--- config.mk ---
export PLATFORM = sky130hd
export DESIGN_NAME = shift_right_iterative
export DESIGN_NICKNAME = d
export VERILOG_FILES = /design/src/rtl/shift_right_iterative_pkg.sv /design/src/rtl/shift_right_step.sv /design/src/rtl/shift_right_iterative.sv
export SDC_FILE = /design/constraint.sdc
export NUM_CORES = 1
export LEC_CHECK = 0
export ABC_CLOCK_PERIOD_IN_PS = 1970
export BUFFER_PORTS_ARGS = -buffer_cell sky130_fd_sc_hd__buf_2
export CAP_MARGIN = 40
export CORE_ASPECT_RATIO = 1.2
export CORE_UTILIZATION = 47
export CTS_BUF_LIST = sky130_fd_sc_hd__clkbuf_8
export CTS_CLUSTER_SIZE = 12
export DETAILED_ROUTE_END_ITERATION = 6
export GPL_ROUTABILITY_DRIVEN = 1
export PLACE_DENSITY = 0.82
export SETUP_SLACK_MARGIN = 0.15
export SYNTH_ARGS = -nofsm -noshare
export SYNTH_HDL_FRONTEND = slang
export SYNTH_SLANG_ARGS = --single-unit
--- constraint.sdc ---
create_clock -name clk_i -period 1.97 [get_ports clk_i]
set_input_delay 0.197 -clock clk_i [delete_from_list [all_inputs] [get_ports clk_i]]
set_output_delay 0.197 -clock clk_i [all_outputs]
set_load 0.05 [all_outputs]
--- src/rtl/shift_right_iterative_pkg.sv ---
// Shared definitions for the iterative right shifter: FSM encodings, shift-type opcodes
// and the width helper for the per-cycle shift amount.
package shift_right_iterative_pkg;

  typedef enum logic [1:0] {
    StIdle  = 2'd0,
    StShift = 2'd1,
    StDone  = 2'd2
  } state_e;

  // Shift-type opcodes, also used by the ALU control decoder.
  localparam logic ShiftOpSrl = 1'b0;
  localparam logic ShiftOpSra = 1'b1;

  // Bits needed to encode a per-cycle shift amount of 0..step.
  function automatic int unsigned amt_width(int unsigned step);
    return $clog2(step) + 1;
  endfunction

endpackage

--- src/rtl/shift_right_step.sv ---
// Combinational single-step right shifter: shifts by amt_i (0..STEP) and fills vacated
// MSBs with fill_i.
module shift_right_step
  import shift_right_iterative_pkg::*;
#(
  parameter int unsigned WIDTH = 32,
  parameter int unsigned STEP  = 1,
  localparam int unsigned AmtW = amt_width(STEP)
) (
  input  logic [WIDTH-1:0] data_i,
  input  logic [AmtW-1:0]  amt_i,
  input  logic             fill_i,
  output logic [WIDTH-1:0] data_o
);

  logic [WIDTH-1:0] cand [STEP+1];

  assign cand[0] = data_i;

  for (genvar s = 1; s <= STEP; s++) begin : g_cand
    assign cand[s] = {{s{fill_i}}, data_i[WIDTH-1:s]};
  end

  always_comb begin
    data_o = cand[0];
    for (int unsigned s = 1; s <= STEP; s++) begin
      if (amt_i == AmtW'(s)) data_o = cand[s];
    end
  end

endmodule

--- src/rtl/shift_right_iterative.sv ---
// Multi-cycle SRL/SRA unit: shifts a latched operand right by up to STEP bits per clock
// under a start/done handshake.
module shift_right_iterative
  import shift_right_iterative_pkg::*;
#(
  parameter int unsigned WIDTH = 32,
  parameter int unsigned STEP  = 1
) (
  input  logic             clk_i,
  input  logic             rst_i,
  input  logic             start_i,
  input  logic [WIDTH-1:0] data_i,
  input  logic [4:0]       shamt_i,
  input  logic             arith_i,
  output logic             busy_o,
  output logic             done_o,
  output logic [WIDTH-1:0] result_o
);

  localparam int unsigned AmtW    = amt_width(STEP);
  localparam logic [4:0]  StepCnt = 5'(STEP);

  state_e           state_q, state_d;
  logic [4:0]       cnt_q, cnt_d;
  logic [WIDTH-1:0] work_q, work_d;
  logic             mode_q, mode_d;
  logic             sign_q, sign_d;

  logic             accept;
  logic [4:0]       k;
  logic [AmtW-1:0]  k_amt;
  logic [4:0]       cnt_rem;
  logic             fill;
  logic [WIDTH-1:0] shifted;

  assign accept  = (state_q == StIdle) && start_i;
  assign k       = (cnt_q < StepCnt) ? cnt_q : StepCnt;
  assign k_amt   = AmtW'(k);
  assign cnt_rem = cnt_q - k;
  // Sign is captured at accept so the fill stays fixed while the register drains.
  assign fill    = (mode_q == ShiftOpSra) && sign_q;

  shift_right_step #(
    .WIDTH (WIDTH),
    .STEP  (STEP)
  ) u_step (
    .data_i (work_q),
    .amt_i  (k_amt),
    .fill_i (fill),
    .data_o (shifted)
  );

  always_ff @(posedge clk_i or negedge rst_i) begin
    if (!rst_i) begin
      state_q <= StIdle;
    end else begin
      state_q <= state_d;
    end
  end

  always_comb begin
    state_d = state_q;
    unique case (state_q)
      StIdle: begin
        if (start_i) state_d = (shamt_i != 5'd0) ? StShift : StDone;
      end
      StShift: begin
        if (cnt_rem == 5'd0) state_d = StDone;
      end
      StDone:  state_d = StIdle;
      default: state_d = StIdle;
    endcase
  end

  always_comb begin
    busy_o = (state_q != StIdle);
    done_o = (state_q == StDone);
  end

  always_comb begin
    work_d = work_q;
    cnt_d  = cnt_q;
    mode_d = mode_q;
    sign_d = sign_q;
    if (accept) begin
      work_d = data_i;
      cnt_d  = shamt_i;
      mode_d = arith_i;
      sign_d = data_i[WIDTH-1];
    end else if (state_q == StShift) begin
      work_d = shifted;
      cnt_d  = cnt_rem;
    end
  end

  always_ff @(posedge clk_i or negedge rst_i) begin
    if (!rst_i) begin
      work_q <= '0;
      cnt_q  <= '0;
      mode_q <= 1'b0;
      sign_q <= 1'b0;
    end else begin
      work_q <= work_d;
      cnt_q  <= cnt_d;
      mode_q <= mode_d;
      sign_q <= sign_d;
    end
  end

  assign result_o = work_q;

endmodule

==> metrics.cfg <==
[synthesis]
ys_ff_latch = 41
yosysTopAreaCell = dfrtp_1
synth.cell_area_um2 = 2230
ys_seq_area_share_pct = 45.9
yosysUniqueCellTypes = 36
synthCells = 170
synth_nets = 212
yosysTopAreaCellShare_pct = 45.9
ys_top_cells_by_area = dfrtp_1 46%, mux2_2 30%, mux2_4 4.0%, buf_6 1.5%, buf_2 1.3%
syn_area_per_cell_um2 = 13.1
synth_warnings = 0

[detailed_routing]
num_vias = 1676
totalWireLength_mm = 4.59
final_antenna_net_count = 0
vias_per_cell = 5.37
drc_errors = 0
firstDrtPassIters = 5
initialDrtViolationCount = 56
wire_per_inst_um = 14.7

[timing]
fin_skew_ns = 0.00593
setup_viol = 0
rsz0062_at_grt = true
period_share_pct = 90.9
setup_tns_ns = 0
timing.hold.ws_ns = 0.135
tightest_slew_ns = 0.726
max_freq_mhz = 558
finalCriticalPeriod_ns = 1.79
report.final.slew_viol_count = 0
final_hold_viol_count = 0
slew_headroom_pct = 51.6

[placed_design]
placed_area_um2 = 2730
routabilityCongestion = 0.828
io_buffers = 74
hpwl_mm = 3.33
place_inst = 301

[cells_and_area]
area_growth_syn_to_layout_pct = 29.1
final.fill_count = 379
finalNetCount = 295
diodes = 0
design_area_um2 = 2890
drive_gt1_share_pct = 67.7
instances_no_fill = 312

[global_routing]
track_usage_pct = 19.5
grt_pass1_vias = 1679
grt.overflow.total = 0
antenna_found_initial = 0
grt_max_degree = 34
grt_first_pass_wirelength_mm = 7.55

[power]
ir_drop_uv = 877
power_leakage_uw = 0.00138
p_per_area_nw_per_um2 = 2000

[floorplan]
fp.coreArea_um2 = 4590
die_y_um = 77.5
fp.dieArea_um2 = 5040
start_util_pct = 48.6
die_w_um = 64.9
io_pins = 75
num_rows = 27

[clocking]
cts.path.max_buffers = 2
clk_pin_slew_worst_paths_ns = 0.07
root_buffer = clkbuf_8
cts_tree = done
clkSinkCount = 41
clk-insertion-delay-late_ns = 0.29
htree_levels = 2
cts_buffers = 5

[setup_path]
cp.required_ns = 2.15
path_max_fanout = 4
start_kind = flop
worstSetupEndpointType = flop
critPathArrivalTime_ns = 1.97
crit_type = reg -> reg

[run]
drv_cap = 0

[status]
outcome = finished clean

[min_path]
hold_path.class = in -> reg

## synth_stat cells
| master | n |
|---|---|
| a211oi_1 | 2 |
| a21o_1 | 1 |
| a21oi_1 | 2 |
| a311oi_4 | 1 |
| and3b_2 | 1 |
| buf_2 | 6 |
| buf_6 | 3 |
| clkbuf_1 | 1 |
| dfrtp_1 | 41 |
| ha_1 | 1 |
| inv_1 | 6 |
| mux2_2 | 59 |
| mux2_4 | 6 |
| mux2i_1 | 1 |
| nand2_1 | 4 |
| nand2b_1 | 2 |
| nor2_1 | 3 |
| nor3_1 | 3 |
| nor3b_1 | 1 |
| nor3b_2 | 1 |
| nor4_1 | 1 |
| nor4_4 | 1 |
| nor4b_1 | 1 |
| o211ai_1 | 1 |
| o21a_1 | 1 |
| o21ai_0 | 4 |
| o21ba_2 | 1 |
| o221a_2 | 2 |
| o22a_1 | 1 |
| o22ai_1 | 4 |
| o2bb2ai_1 | 1 |
| o31ai_1 | 1 |
| or2_2 | 2 |
| or2b_1 | 1 |
| or3b_2 | 2 |
| or4_1 | 1 |
## where the power goes
group / switching [uW] / leakage, uW / internal (uW)
sequential: 314 / 0.000492 / 1270
combinational: 2070 / 0.000827 / 1420
clock: 277 / 0.0000626 / 408
total: 2660 / 0.00138 / 3110
## kinds of logic after synthesis
logic type	after synthesis	share of synthesized area [%]
flops	41	45.9
buf+inv	16	4.03
mux	66	34.2
simple gates	24	7.39
fa+ha+maj	1	0.560
compound gates	22	7.90
## placed cells by master (no fill, tap or decap), types with 2 or more instances in the layout
cell,Yosys,routed
mux2_2,59,59
clkbuf_8,0,6
buf_4,0,9
buf_2,6,74
o21ai_0,4,3
a21oi_1,2,2
buf_12,0,2
o22ai_1,4,4
nand2_1,4,4
nor4_4,1,2
dfrtp_2,0,2
dfrtp_1,41,39
nor3_1,3,3
a211oi_1,2,2
inv_1,6,7
nor2_1,3,3
mux2_4,6,6
nand2b_1,2,2
o221a_2,2,2
## stage by stage
step / util [%] / setup WS [ns] / total power (uW)
2_1_floorplan: - / 0.163 / 4280
3_3_place_gp: 59.4 / 0.168 / 4930
3_5_place_dp: 59.4 / 0.116 / 5030
4_1_cts: 62.5 / 0.170 / 5760
5_1_grt: 62.8 / 0.144 / 6090
6_report: 62.8 / 0.179 / 5760
## layer usage
layer  up-vias  wire [um]  track usage (%)
met3        13        199             4.12
met4         0        118             8.89
met2        48       2510             34.6
met5         -          0                0
li1        788          -                -
met1       827       1760             21.7
## path summary, 6_finish.rpt
check,end,cells after the start,from,slack [ns]
worst max register to register,state_q[0],6,cnt_q[2],0.18
max in group asynchronous,result_o[14],3,rst_i,0.86
worst min register to register,sign_q,2,sign_q,0.50
min in group asynchronous,result_o[22],2,rst_i,0.50
worst min-delay path,mode_q,2,arith_i,0.13
worst max-delay path,state_q[0],6,cnt_q[2],0.18
## area by class of cell
type,count,area (um2),area share [%]
timing repair buffer,86,488,16.9
inverter,6,22.5,0.781
clock buffer,6,82.6,2.86
sequential,41,1030,35.6
tap,58,72.6,2.52
multi-input combinational,113,1160,40.1
clock inverter,2,33.8,1.17
## repair_timing
item	CTS	global route
setup buffers	2	0
endpoints found under the setup margin	1	1
hold buffers	1	0
pin swaps	0	0
hold endpoints to repair	32	0
resized for setup	0	2
## worst max-delay path, cell delays in order (launching register included)
cell and delay (ns):
dfrtp_2 0.43, nor4_4 0.30, or2_4 0.18, ha_4 0.16, or3b_4 0.39, o21ai_1 0.14
a21oi_1 0.08
## flip-flops by register name (all words and copies together), names as in the netlist
register	count
cnt_q	5
mode_q	1
sign_q	1
result_o	32
state_q	2
Power figures use the tool's default switching activity.
